### src/rtl/lcd_pixel_writer_if.sv
// Request side (pixel / cursor-home) and ILI9341 8080-style bus of lcd_pixel_writer.
// The writer block uses the slave modport; the pixel source uses master.
interface lcd_pixel_writer_if;
  logic [15:0] pix_data;
  logic        pix_clk;
  logic        reset_cursor;
  logic        busy;
  logic        overrun;
  logic        nreset;
  logic        cmd_data;
  logic        write_edge;
  logic [7:0]  dout;

  modport master (
    output pix_data, pix_clk, reset_cursor,
    input  busy, overrun, nreset, cmd_data, write_edge, dout
  );

  modport slave (
    input  pix_data, pix_clk, reset_cursor,
    output busy, overrun, nreset, cmd_data, write_edge, dout
  );
endinterface

### src/rtl/lcd_pixel_writer.sv
// ILI9341 8-bit parallel writer: panel power-up, init ROM, cursor-home window
// setup and RGB565 pixel streaming, each bus byte being a 2-cycle strobe.
module lcd_pixel_writer #(
  parameter int unsigned RESET_HOLD = 16000,
  parameter int unsigned RESET_WAIT = 1920000,
  parameter logic [7:0]  MADCTL     = 8'h28
) (
  input logic               clk_i,
  input logic               rst_i,
  lcd_pixel_writer_if.slave bus
);

  localparam int unsigned CNT_MAX = (RESET_HOLD > RESET_WAIT) ? RESET_HOLD : RESET_WAIT;
  localparam int unsigned CNT_W   = $clog2(CNT_MAX + 1);
  localparam logic [CNT_W-1:0] HOLD_LAST = CNT_W'(RESET_HOLD - 1);
  localparam logic [CNT_W-1:0] WAIT_LAST = CNT_W'(RESET_WAIT - 1);
  localparam logic [4:0] CURSOR_IDX = 5'd7;
  localparam logic [4:0] LAST_IDX   = 5'd17;

  typedef enum logic [2:0] {
    HW_HOLD,
    HW_WAIT,
    SEQ,
    DELAY,
    IDLE,
    PIXEL
  } state_t;

  // Init ROM entry as {dc, byte}; entries 7..17 form the cursor-home sequence.
  function automatic logic [8:0] rom(input logic [4:0] idx);
    case (idx)
      5'd0:    return {1'b0, 8'h01};
      5'd1:    return {1'b0, 8'h11};
      5'd2:    return {1'b0, 8'h3A};
      5'd3:    return {1'b1, 8'h55};
      5'd4:    return {1'b0, 8'h36};
      5'd5:    return {1'b1, MADCTL};
      5'd6:    return {1'b0, 8'h29};
      5'd7:    return {1'b0, 8'h2A};
      5'd8:    return {1'b1, 8'h00};
      5'd9:    return {1'b1, 8'h00};
      5'd10:   return {1'b1, 8'h01};
      5'd11:   return {1'b1, 8'h3F};
      5'd12:   return {1'b0, 8'h2B};
      5'd13:   return {1'b1, 8'h00};
      5'd14:   return {1'b1, 8'h00};
      5'd15:   return {1'b1, 8'h00};
      5'd16:   return {1'b1, 8'hEF};
      5'd17:   return {1'b0, 8'h2C};
      default: return {1'b0, 8'h00};
    endcase
  endfunction

  state_t           state_q, state_d;
  logic [CNT_W-1:0] cnt_q, cnt_d;
  logic [4:0]       idx_q, idx_d;
  logic [7:0]       pix_lo_byte_q, pix_lo_byte_d;
  logic             pix_lo_q, pix_lo_d;
  logic             nreset_q, nreset_d;
  logic             busy_q, busy_d;
  logic             overrun_q, overrun_d;
  logic             we_q, we_d;
  logic             dc_q, dc_d;
  logic [7:0]       dout_q, dout_d;

  logic [8:0] first_entry;
  logic [8:0] cursor_entry;
  logic [8:0] next_entry;
  logic       has_delay;

  always_comb begin
    first_entry  = rom(5'd0);
    cursor_entry = rom(CURSOR_IDX);
    next_entry   = rom(idx_q + 5'd1);
    // Only the software-reset and sleep-out commands need the long settle time.
    has_delay    = (idx_q <= 5'd1);

    state_d       = state_q;
    cnt_d         = cnt_q;
    idx_d         = idx_q;
    pix_lo_byte_d = pix_lo_byte_q;
    pix_lo_d      = pix_lo_q;
    nreset_d      = nreset_q;
    busy_d        = busy_q;
    dc_d          = dc_q;
    dout_d        = dout_q;
    we_d          = 1'b1;
    overrun_d     = busy_q & (bus.pix_clk | bus.reset_cursor);

    case (state_q)
      HW_HOLD: begin
        nreset_d = 1'b0;
        if (cnt_q == HOLD_LAST) begin
          nreset_d = 1'b1;
          cnt_d    = '0;
          state_d  = HW_WAIT;
        end else begin
          cnt_d = cnt_q + 1'b1;
        end
      end

      HW_WAIT: begin
        if (cnt_q == WAIT_LAST) begin
          cnt_d          = '0;
          idx_d          = 5'd0;
          state_d        = SEQ;
          we_d           = 1'b0;
          {dc_d, dout_d} = first_entry;
        end else begin
          cnt_d = cnt_q + 1'b1;
        end
      end

      // Phase A has write_edge low; the phase-B cycle decides what follows.
      SEQ: begin
        if (!we_q) begin
          we_d = 1'b1;
        end else if (has_delay) begin
          cnt_d   = '0;
          state_d = DELAY;
        end else if (idx_q == LAST_IDX) begin
          busy_d  = 1'b0;
          state_d = IDLE;
        end else begin
          idx_d          = idx_q + 5'd1;
          we_d           = 1'b0;
          {dc_d, dout_d} = next_entry;
        end
      end

      DELAY: begin
        if (cnt_q == WAIT_LAST) begin
          cnt_d          = '0;
          idx_d          = idx_q + 5'd1;
          state_d        = SEQ;
          we_d           = 1'b0;
          {dc_d, dout_d} = next_entry;
        end else begin
          cnt_d = cnt_q + 1'b1;
        end
      end

      IDLE: begin
        if (bus.reset_cursor) begin
          idx_d          = CURSOR_IDX;
          busy_d         = 1'b1;
          state_d        = SEQ;
          we_d           = 1'b0;
          {dc_d, dout_d} = cursor_entry;
          overrun_d      = bus.pix_clk;
        end else if (bus.pix_clk) begin
          pix_lo_byte_d = bus.pix_data[7:0];
          pix_lo_d      = 1'b0;
          busy_d        = 1'b1;
          state_d       = PIXEL;
          we_d          = 1'b0;
          dc_d          = 1'b1;
          dout_d        = bus.pix_data[15:8];
        end
      end

      PIXEL: begin
        if (!we_q) begin
          we_d = 1'b1;
        end else if (!pix_lo_q) begin
          pix_lo_d = 1'b1;
          we_d     = 1'b0;
          dc_d     = 1'b1;
          dout_d   = pix_lo_byte_q;
        end else begin
          busy_d  = 1'b0;
          state_d = IDLE;
        end
      end

      default: begin
        state_d = HW_HOLD;
        cnt_d   = '0;
      end
    endcase
  end

  always_ff @(posedge clk_i) begin
    if (rst_i) begin
      state_q       <= HW_HOLD;
      cnt_q         <= '0;
      idx_q         <= 5'd0;
      pix_lo_byte_q <= 8'h00;
      pix_lo_q      <= 1'b0;
      nreset_q      <= 1'b0;
      busy_q        <= 1'b1;
      overrun_q     <= 1'b0;
      we_q          <= 1'b1;
      dc_q          <= 1'b1;
      dout_q        <= 8'h00;
    end else begin
      state_q       <= state_d;
      cnt_q         <= cnt_d;
      idx_q         <= idx_d;
      pix_lo_byte_q <= pix_lo_byte_d;
      pix_lo_q      <= pix_lo_d;
      nreset_q      <= nreset_d;
      busy_q        <= busy_d;
      overrun_q     <= overrun_d;
      we_q          <= we_d;
      dc_q          <= dc_d;
      dout_q        <= dout_d;
    end
  end

  assign bus.busy       = busy_q;
  assign bus.overrun    = overrun_q;
  assign bus.nreset     = nreset_q;
  assign bus.cmd_data   = dc_q;
  assign bus.write_edge = we_q;
  assign bus.dout       = dout_q;

endmodule

### src/flat_wrapper.sv
// flat-port wrapper written by rule: the top's interface ports become plain ports
module lcd_pixel_writer_flat 
#(
  parameter int unsigned RESET_HOLD = 16000,
  parameter int unsigned RESET_WAIT = 1920000,
  parameter logic [7:0]  MADCTL     = 8'h28
)
  (clk_i, rst_i, bus_pix_data, bus_pix_clk, bus_reset_cursor, bus_busy, bus_overrun, bus_nreset, bus_cmd_data, bus_write_edge, bus_dout);
  lcd_pixel_writer_if bus_i ();
  input logic clk_i;
  input logic rst_i;
  input wire logic [$bits(bus_i.pix_data)-1:0] bus_pix_data;
  input wire logic [$bits(bus_i.pix_clk)-1:0] bus_pix_clk;
  input wire logic [$bits(bus_i.reset_cursor)-1:0] bus_reset_cursor;
  output wire logic [$bits(bus_i.busy)-1:0] bus_busy;
  output wire logic [$bits(bus_i.overrun)-1:0] bus_overrun;
  output wire logic [$bits(bus_i.nreset)-1:0] bus_nreset;
  output wire logic [$bits(bus_i.cmd_data)-1:0] bus_cmd_data;
  output wire logic [$bits(bus_i.write_edge)-1:0] bus_write_edge;
  output wire logic [$bits(bus_i.dout)-1:0] bus_dout;
  assign bus_i.pix_data = bus_pix_data;
  assign bus_i.pix_clk = bus_pix_clk;
  assign bus_i.reset_cursor = bus_reset_cursor;
  assign bus_busy = bus_i.busy;
  assign bus_overrun = bus_i.overrun;
  assign bus_nreset = bus_i.nreset;
  assign bus_cmd_data = bus_i.cmd_data;
  assign bus_write_edge = bus_i.write_edge;
  assign bus_dout = bus_i.dout;
  lcd_pixel_writer #(.RESET_HOLD(RESET_HOLD), .RESET_WAIT(RESET_WAIT), .MADCTL(MADCTL)) u_core (.clk_i(clk_i), .rst_i(rst_i), .bus(bus_i));
endmodule
### config.mk
export PLATFORM = sky130hd
export DESIGN_NAME = lcd_pixel_writer_flat
export DESIGN_NICKNAME = d
export VERILOG_FILES = /design/src/rtl/lcd_pixel_writer_if.sv /design/src/rtl/lcd_pixel_writer.sv /design/src/flat_wrapper.sv
export SDC_FILE = /design/constraint.sdc
export NUM_CORES = 1
export LEC_CHECK = 0
export ABC_AREA = 0
export CAP_MARGIN = 5
export CORE_MARGIN = 1
export CORE_UTILIZATION = 40
export CTS_CLUSTER_SIZE = 28
export DETAILED_ROUTE_END_ITERATION = 7
export DONT_BUFFER_PORTS = 1
export PLACE_DENSITY_LB_ADDON = 0.12
export SYNTH_ARGS = -nofsm -noshare
export SYNTH_HDL_FRONTEND = slang
export SYNTH_SLANG_ARGS = --single-unit
### constraint.sdc
create_clock -name clk_i -period 6.3 [get_ports clk_i]
set_clock_uncertainty 0.15 [all_clocks]
set_input_delay 1.26 -clock clk_i [delete_from_list [all_inputs] [get_ports clk_i]]
set_output_delay 1.26 -clock clk_i [all_outputs]
set_load 0.03 [all_outputs]
======== Word level (Yosys, flattened, before mapping) ========
Memories as Yosys holds them, arrays and structs flattened.
Index checks and enable logic that the tools add are counted.
storage, ports and cells
  bits in registers ....................... 51
  memory bits (read-only) ................. 288
  word-level logic and storage cells ...... 123
  input port bits ......................... 20
  memories ................................ 1
memory list
  name              words  bits a word  read ports  clocked after Yosys merged registers in  write ports  line                    RTL
  (name not given)  32     9            1           0                                        0            lcd_pixel_writer.sv:31  case (idx)
operators by class
  reduce and logical (&&, ||, !) cells .... 14
  add/sub/neg operators ................... 2
  equality and inequality tests ........... 25
  order comparisons ....................... 1
  mux-type cells .......................... 65
  bitwise operators ....................... 4
operator list
  operator                                                                  number
  21-bit two-way mux                                                        4
  21-bit one-hot mux with 4 select lines                                    1
  8-bit two-way mux                                                         9
  8-bit one-hot mux with 5 select lines                                     1
  5-bit two-way mux                                                         6
  1-bit two-way mux                                                         29
  3-bit two-way mux                                                         9
  21-bit by 1-bit adder with 21-bit output (second input constant)          1
  21-bit by 14-bit equality test with 1-bit output (second input constant)  1
  21-bit equality test (second input constant)                              1
  7-bit AND reduction                                                       3
  5-bit one-hot mux with 4 select lines                                     1
  2-bit by 1-bit inequality test with 1-bit output (second input constant)  9
  3-bit one-hot mux with 5 select lines                                     1
  2-bit inequality test (second input constant)                             6
  9-bit AND reduction                                                       1
  3-bit by 2-bit equality test with 1-bit output (second input constant)    2
  3-bit equality test (second input constant)                               2
  3-bit AND reduction                                                       2
  5-bit by 1-bit adder with 5-bit output (second input constant)            1
  5-bit equality test (second input constant)                               1
  5-bit by 1-bit <= comparator with 1-bit output (second input constant)    1
  1-bit one-hot mux with 5 select lines                                     1
  5-bit nonzero test                                                        1
  other kinds (15)                                                          17

======== Logic depth before layout (Yosys ltp) ========
Gate-level depths: netlist of run 1.
An unclocked memory read counts as a cell.
  depth in word-level cells ............... 6
  mapped depth ............................ 9

======== Worst setup path after synthesis of run 1 ========
No wires, ideal clock.
  kind .................................... input -> register
  start ................................... in bus_reset_cursor
  end ..................................... reg u_core.we_q (netlist: u_core.bus.write_edge)
  slack ................................... 3.624 ns
  cell stages on the path ................. 5
  setup time .............................. 0.123 ns
  data arrival time ....................... 2.402 ns
  buffers on the path ..................... 1
  required time ........................... 6.027 ns
  cell sequence ........................... clkbuf_1 > nor3_1 > a211oi_1 > nand3_1 > or2_2
on the way
  cells in the longest elaborated chain, start to end .. 2
ends and longest elaborated chain
  item                                   line                     RTL
  start, declared                        flat_wrapper.sv:14       input wire logic [$bits(bus_i.reset_cursor)-1:0] bus_reset_cursor;
  1-bit two-way mux                      lcd_pixel_writer.sv:144  if (bus.reset_cursor) begin
  1-bit one-hot mux with 4 select lines  lcd_pixel_writer.sv:90   case (state_q)
  end signal, assigned                   lcd_pixel_writer.sv:205  we_q <= we_d;
  end, declared                          lcd_pixel_writer.sv:62   logic we_q, we_d;
No other way between the ends.
A chain may end at the register's enable or synchronous reset.

======== Worst setup path in the final report of run 1 ========
  start ................................... reg u_core.idx_q[0]
  end ..................................... reg u_core.cnt_q[13]
on the way
  cells in the longest elaborated chain, start to end .. 3
ends and longest elaborated chain
  item                                                               line                     RTL
  start, declared                                                    lcd_pixel_writer.sv:56   logic [4:0] idx_q, idx_d;
  start signal, assigned                                             lcd_pixel_writer.sv:199  idx_q <= idx_d;
  5-bit by 1-bit <= comparator with 1-bit output                     lcd_pixel_writer.sv:76   has_delay = (idx_q <= 5'd1);
  2-bit by 1-bit inequality test with 1-bit output (no source line)  n/a
  3-bit AND reduction (no source line)                               n/a
  end signal, assigned                                               lcd_pixel_writer.sv:198  cnt_q <= cnt_d;
  end, declared                                                      lcd_pixel_writer.sv:55   logic [CNT_W-1:0] cnt_q, cnt_d;
No other way between the ends.

==> metrics, run 1 <==
Req. time, crit path about 6.4 ns; fill count 714; Post-Layout Cell Count 449; Unique masters post-synth 55; Nets 380; Avg WL per Cell about 15 µm; Fin. Hold Viols 0; Hold Crit Class reg2reg; top cells by count, synth dfxtp_1, nor2_1, nand2_1; CTS resizes 0; Slew headroom 0.4815; Slew Limit Fails 0; DR iter-0 viols approximately 120; Bufs and invs on worst path 0; Clock Path Buffers 2; layout cells sized above 1 0.06516; delay-heaviest family, CP simple AND/OR/NAND/NOR gates; most common cell in the synthesized netlist dfxtp_1; GRT Resource Usage Total 0.1930; Post-CTS Setup Bufs 0; largest cells by area after synthesis dfxtp_1, nor2_1, mux2i_1; sequential share of the synthesized area 0.3505; Placed Area 2947 µm²; Final setup viols 0; dpl cells around 440; Root Buffer clkbuf_8; Max Clock Freq ~380 MHz; CP Capture Type register; Rows 30; CP peak stage delay 0.69 ns; post-synth top area share 0.3505; Core ar. 6907 µm²; hpwl dp around 5.0 mm; status finished clean; maximum VDD drop roughly 0.085 mV; # DRC 0; Die Span X around 87 µm; vias in the first global route 2339; clock sinks 51; synthesized cell area slightly below 3000 µm²; Critical Path, Cell by Cell ha_1 > o21bai_1 > a31oi_2 > or4_1 > or3_1 > a21oi_1; Ys Warns 0; Initial Util 0.4217; Routed WL slightly below 7 mm; unrepaired setup endpoints after global routing false; largest net degree at the start of global routing 34; ys flop type dfxtp_1; I/O pin total 33; most area-hungry cell type in the Yosys netlist dfxtp_1; EDFF count, synth 0; max-cap violations 0; # hold bufs at CTS 0; Hold WS ~0.36 ns; Setup WS post-layout 3.650 ns; total CTS buffers 5; Worst Tran Pin Value slightly below 0.8 ns; clock transition at the registers of the reported paths approximately 0.1 ns; antenna violations before repair 0; Yosys reg bits between 50 and 60; Antenna Nets Post-Route 0; Syn Inst Count roughly 360; syn nets between 300 and 400; Power Density approximately 220 nW/µm²; chip height 87.34 µm; CTS tree built; multi-input gate area in the final layout between 1500 and 2000 µm²; first-pass GRT wire length approximately 12 mm; diode count 0; Layout area overhead 4.553%; Async SR Flop Fraction 0; routability cong. approximately 0.83; Via density between 5 and 6; pre-CTS setup slack about 3.7 ns; H-tree Lvls 2; DR vias 2503; Sequential cell area 1021 µm²; input/output buffers 0; type of origin of the critical path register; leakage approximately 1.0 nW; CP Max Fanout 11; Die ar. around 7600 µm²; critical path type reg2reg; total power about 0.66 mW; Remaining Overflow, GRT 0; fin area between 3000 and 4000 µm²; min cycle time layout approximately 2.7 ns; CP max stage cell or4_1; final worst path period share 0.4206; Pre-Repair DR Iteration Count 4; setup_tns 0 ns; Util after Layout 0.4409; Data arrival, critical path roughly 2.7 ns; Post-Syn Area per Cell roughly 8.0 µm²; clock latency on the worst-skew pair about 0.30 ns
## area by class of cell
cell class | count | area share
inverter | 12 | 0.01479
sequential | 51 | 0.3353
clock inverter | 2 | 0.005341
tap | 96 | 0.03944
clock buffer | 6 | 0.02712
multi-input combinational | 282 | 0.5781
## cell usage in the layout (no fill, tap or decap), drive strengths merged, types with 3 or more instances in the layout
| master | netlist | final |
|---|---|---|
| a211oi | 6 | 6 |
| dfxtp | 51 | 51 |
| a31oi | 4 | 4 |
| xor2 | 8 | 8 |
| or3 | 7 | 7 |
| o21bai | 3 | 3 |
| clkbuf | 10 | 6 |
| nor3 | 11 | 11 |
| nand2 | 28 | 28 |
| a21oi | 25 | 25 |
| nand2b | 3 | 3 |
| a22oi | 6 | 6 |
| nand4 | 4 | 4 |
| mux2i | 14 | 14 |
| nand3b | 6 | 6 |
| nor2b | 4 | 4 |
| xnor2 | 9 | 9 |
| and4 | 3 | 3 |
| ha | 8 | 8 |
| nor2 | 50 | 50 |
| inv | 12 | 12 |
| o21ai | 26 | 26 |
| nand3 | 20 | 20 |
## flip-flops by register name (all words and copies together), names as in the netlist
signal                 cells
u_core.cnt_q              21
u_core.bus.dout            8
u_core.pix_lo_byte_q       8
u_core.idx_q               5
u_core.state_q             3
u_core.bus.busy            1
u_core.bus.cmd_data        1
u_core.bus.nreset          1
u_core.bus.overrun         1
u_core.bus.write_edge      1
u_core.pix_lo_q            1
## worst min-delay path, delay by kind of cell, from the launching register on
family          cells  cell delay [ns]
flops               1             0.34
compound gates      2             0.13
## per-layer routing
metal | global-route usage | up-vias | share of wire
met5 | 0 | - | 0
met4 | 0.04471 | 0 | 0.0052
met3 | 0.03223 | 2 | 0.041
met2 | 0.3253 | 56 | 0.47
met1 | 0.2574 | 1170 | 0.48
li1 | - | 1275 | -
## kinds of logic after synthesis
group,Yosys count,synth area share
xor+xnor,17,0.05370
compound gates,90,0.1967
buf+inv,30,0.04510
flops,51,0.3505
simple gates,152,0.2637
mux,15,0.05584
fa+ha+maj,8,0.03437
## worst paths after layout
path	startpoint	endpoint	slack (ns)	cells past startpoint
worst min register to register	u_core.cnt_q[13]$_SDFFE_PP0P_	u_core.cnt_q[13]$_SDFFE_PP0P_	0.36	2
worst min-delay path	u_core.cnt_q[13]$_SDFFE_PP0P_	u_core.cnt_q[13]$_SDFFE_PP0P_	0.36	2
worst max-delay path	u_core.idx_q[0]$_SDFFE_PP0P_	u_core.cnt_q[13]$_SDFFE_PP0P_	3.65	6
worst max register to register	u_core.idx_q[0]$_SDFFE_PP0P_	u_core.cnt_q[13]$_SDFFE_PP0P_	3.65	6
## where the power goes
part	switching (mW)	leakage, nW	total (mW)	internal (mW)
Combinational	0.0545	0.546	0.0880	0.0335
Sequential	0.0359	0.412	0.372	0.336
Clock	0.113	0.0474	0.203	0.0899
Total	0.203	1.00	0.663	0.460
Power figures use the tool's default switching activity.
==> run 2: changes to the inputs <==
==> constraint.sdc (replaced) <==
create_clock -name clk_i -period 2.65 [get_ports clk_i]
set_clock_uncertainty 0.15 [all_clocks]
set_input_delay 0.53 -clock clk_i [delete_from_list [all_inputs] [get_ports clk_i]]
set_output_delay 0.53 -clock clk_i [all_outputs]
set_load 0.03 [all_outputs]
==> run 2 against run 1 <==
Net effect:
- count of clock-buffer cells in the layout fell by 1
- core utilization rose by 1.3 points
- highest routed layer unchanged
- first-iteration DRC count fell by 30%
- critical endpoint is now u_core.bus.write_edge$_SDFF_PP1_
- critical path type unchanged
- non-clock buffer count rose by 12
- setup slack got worse by 3.5 ns
- global-route usage rose by 0.34 points
==> metrics, run 2 (synthesized netlist as in run 1, its figures left out) <==
pre-CTS setup slack 0.1822 ns (was 3.664 ns); vias in the first global route 2446 (was 2339); Power Density 504.8 nW/µm² (was 217.7 nW/µm²); hold endpoint u_core.idx_q[0]$_SDFFE_PP0P_ (was u_core.cnt_q[13]$_SDFFE_PP0P_); Antenna Nets Post-Route 0 (unchanged); input/output buffers 0 (unchanged); Routed WL 7.099 mm (was 6.907 mm); max-cap violations 0 (unchanged); final worst path period share 0.9376 (was 0.4206); largest net degree at the start of global routing 34 (unchanged); Data arrival, critical path 2.54 ns (was 2.73 ns); dpl cells 453 (was 441); delay-heaviest family, CP simple AND/OR/NAND/NOR gates (unchanged); clock sinks 51 (unchanged); layout cells sized above 1 0.1014 (was 0.06516); Core ar. 6907 µm² (unchanged); Avg WL per Cell 15.40 µm (was 15.38 µm); CP max stage cell dfxtp_1 (was or4_1); type of origin of the critical path register (unchanged); min cycle time layout 2.485 ns (was 2.650 ns); Hold Crit Class in2reg (was reg2reg); DR iter-0 viols 86 (was 123); Remaining Overflow, GRT 0 (unchanged); Bufs and invs on worst path 2 (was 0); critical path type reg2reg (unchanged); CTS resizes 0 (unchanged); commonest non-fill, non-tap cell in the layout dfxtp_1 (unchanged); clock latency on the worst-skew pair 0.31 ns (was 0.30 ns); Slew Limit Fails 0 (unchanged); status finished clean (unchanged); r2r setup slk 0.17 ns (was 3.65 ns); Die Span X 87.34 µm (unchanged); Initial Util 0.4217 (unchanged); clock transition at the registers of the reported paths 0.10 ns (about the same); Util after Layout 0.4540 (was 0.4409); CP Max Fanout 10 (was 11); unrepaired setup endpoints after global routing false (unchanged); H-tree Lvls 2 (unchanged); chip height 87.34 µm (unchanged); DR vias 2547 (was 2503); Fin. Hold Viols 0 (unchanged); Die ar. 7627 µm² (unchanged); total CTS buffers 5 (unchanged); Critical Path, Cell by Cell inv_1 > ha_1 > buf_4 > o21a_1 > o21bai_1 > nand3_1 > or2_2 (was ha_1 > o21bai_1 > a31oi_2 > or4_1 > or3_1 > a21oi_1); # DRC 0 (unchanged); leakage 1.066 nW (was 1.005 nW); hpwl dp 5.267 mm (was 5.010 mm); maximum VDD drop 0.1815 mV (was 0.08550 mV); Reg with most FFs u_core.cnt_q (unchanged); commonest cells after routing, fill and taps aside dfxtp_1, nor2_1, nand2_1 (unchanged); Clock Path Buffers 2 (unchanged); R2R cell count 7 (was 6); # hold bufs at CTS 0 (unchanged); fin area 3136 µm² (was 3045 µm²); Via density 5.525 (was 5.575); Layout area overhead 7.646% (was 4.553%); Slew headroom 0.5967 (was 0.4815); setup_tns 0 ns (unchanged); Req. time, crit path 2.71 ns (was 6.38 ns); Post-CTS Setup Bufs 0 (unchanged); CTS tree built (unchanged); diode count 0 (unchanged); Pre-Repair DR Iteration Count 4 (unchanged); Root Buffer clkbuf_8 (unchanged); Post-Layout Cell Count 461 (was 449); CP Capture Type register (unchanged); Nets 392 (was 380); Final setup viols 0 (unchanged); R2R Path Start u_core.idx_q[1]$_SDFFE_PP0P_ (was u_core.idx_q[0]$_SDFFE_PP0P_); routability cong. 0.8641 (was 0.8264); Worst Tran Pin Value 0.6003 ns (was 0.7767 ns); Setup WS post-layout 0.1654 ns (was 3.650 ns); CP peak stage delay 0.53 ns (was 0.69 ns); hold_sp rst_i (was u_core.cnt_q[13]$_SDFFE_PP0P_); Rows 30 (unchanged); antenna violations before repair 0 (unchanged); first-pass GRT wire length 11.70 mm (was 11.53 mm); Placed Area 3037 µm² (was 2947 µm²); GRT Resource Usage Total 0.1964 (was 0.1930); max reg flops 21 (unchanged); terminus of the critical flop-to-flop path u_core.bus.write_edge$_SDFF_PP1_ (was u_core.cnt_q[13]$_SDFFE_PP0P_); I/O pin total 33 (unchanged); Max Clock Freq 402.5 MHz (was 377.3 MHz); Hold Path Stages 1 (was 2)
[run 2: cell count changes in the layout (fill, tap and decap cells not counted)]
cell and change:
or4_1 -1, clkinv_4 +1, buf_4 +12, dfxtp_1 -1
clkbuf_8 -1, or4_4 +1, dfxtp_2 +1
[run 2: worst max path at each step]
| stage | start | to | depth (start not counted) |
|---|---|---|---|
| after detailed placement | u_core.idx_q[0]$_SDFFE_PP0P_ | u_core.cnt_q[13]$_SDFFE_PP0P_ | 6 |
| after global routing | u_core.idx_q[1]$_SDFFE_PP0P_ | u_core.bus.dout[0]$_SDFFE_PP0P_ | 7 |
| after floorplan | u_core.idx_q[0]$_SDFFE_PP0P_ | u_core.cnt_q[15]$_SDFFE_PP0P_ | 7 |
| after global placement | u_core.idx_q[0]$_SDFFE_PP0P_ | u_core.cnt_q[15]$_SDFFE_PP0P_ | 6 |
| after CTS | u_core.idx_q[0]$_SDFFE_PP0P_ | u_core.cnt_q[15]$_SDFFE_PP0P_ | 6 |
| final | u_core.idx_q[1]$_SDFFE_PP0P_ | u_core.bus.write_edge$_SDFF_PP1_ | 7 |
[run 2: metal layers]
metal	vias to the layer above	share of wire	global-route usage
met5	-	0	0
met4	0	0.016	0.06408
met3	10	0.038	0.03033
met2	55	0.47	0.3331
met1	1183	0.48	0.2542
li1	1299	-	-
[run 2: worst reg2reg max path: cells and delay by family (launching register included)]
family	cells	cell delay [ns]
AND/OR/NAND/NOR	2	0.74
flip-flops	1	0.53
AO/OA/AOI/OAI	2	0.42
buffers and inverters	2	0.31
adder cells (fa/ha/maj)	1	0.22
[run 2: metrics by stage]
stage / power (mW) / hold slack, ns
2_1_floorplan: 1.068 / 0.3046
3_3_place_gp: 1.135 / 0.3357
3_5_place_dp: 1.138 / 0.3399
4_1_cts: 1.602 / 0.1164
5_1_grt: 1.673 / 0.1033
6_report: 1.583 / 0.1259
[run 2: power breakdown]
part           internal (mW)  total (mW)  switching, mW
clock network          0.189       0.464          0.275
registers              0.800       0.855         0.0547
logic                 0.0958       0.264          0.168
[run 2: layout make-up]
class / instances / area [µm²]
fillers: 733 / 3771
multi-input cells: 282 / 1764
flip-flops and latches: 51 / 1022
well taps: 96 / 120.1
repair buffers: 12 / 90.09
clock buffers: 5 / 68.82
inverters: 12 / 45.04
clock inverters: 3 / 25.02
==> run 3: changes to the inputs <==
--- a/config.mk
+++ b/config.mk
@@ -16,3 +16,4 @@
 export SYNTH_ARGS = -nofsm -noshare
 export SYNTH_HDL_FRONTEND = slang
 export SYNTH_SLANG_ARGS = --single-unit
+export TNS_END_PERCENT = 10
==> results of run 3 <==
No change in the layout: final DEF, timing and power equal those of run 2.
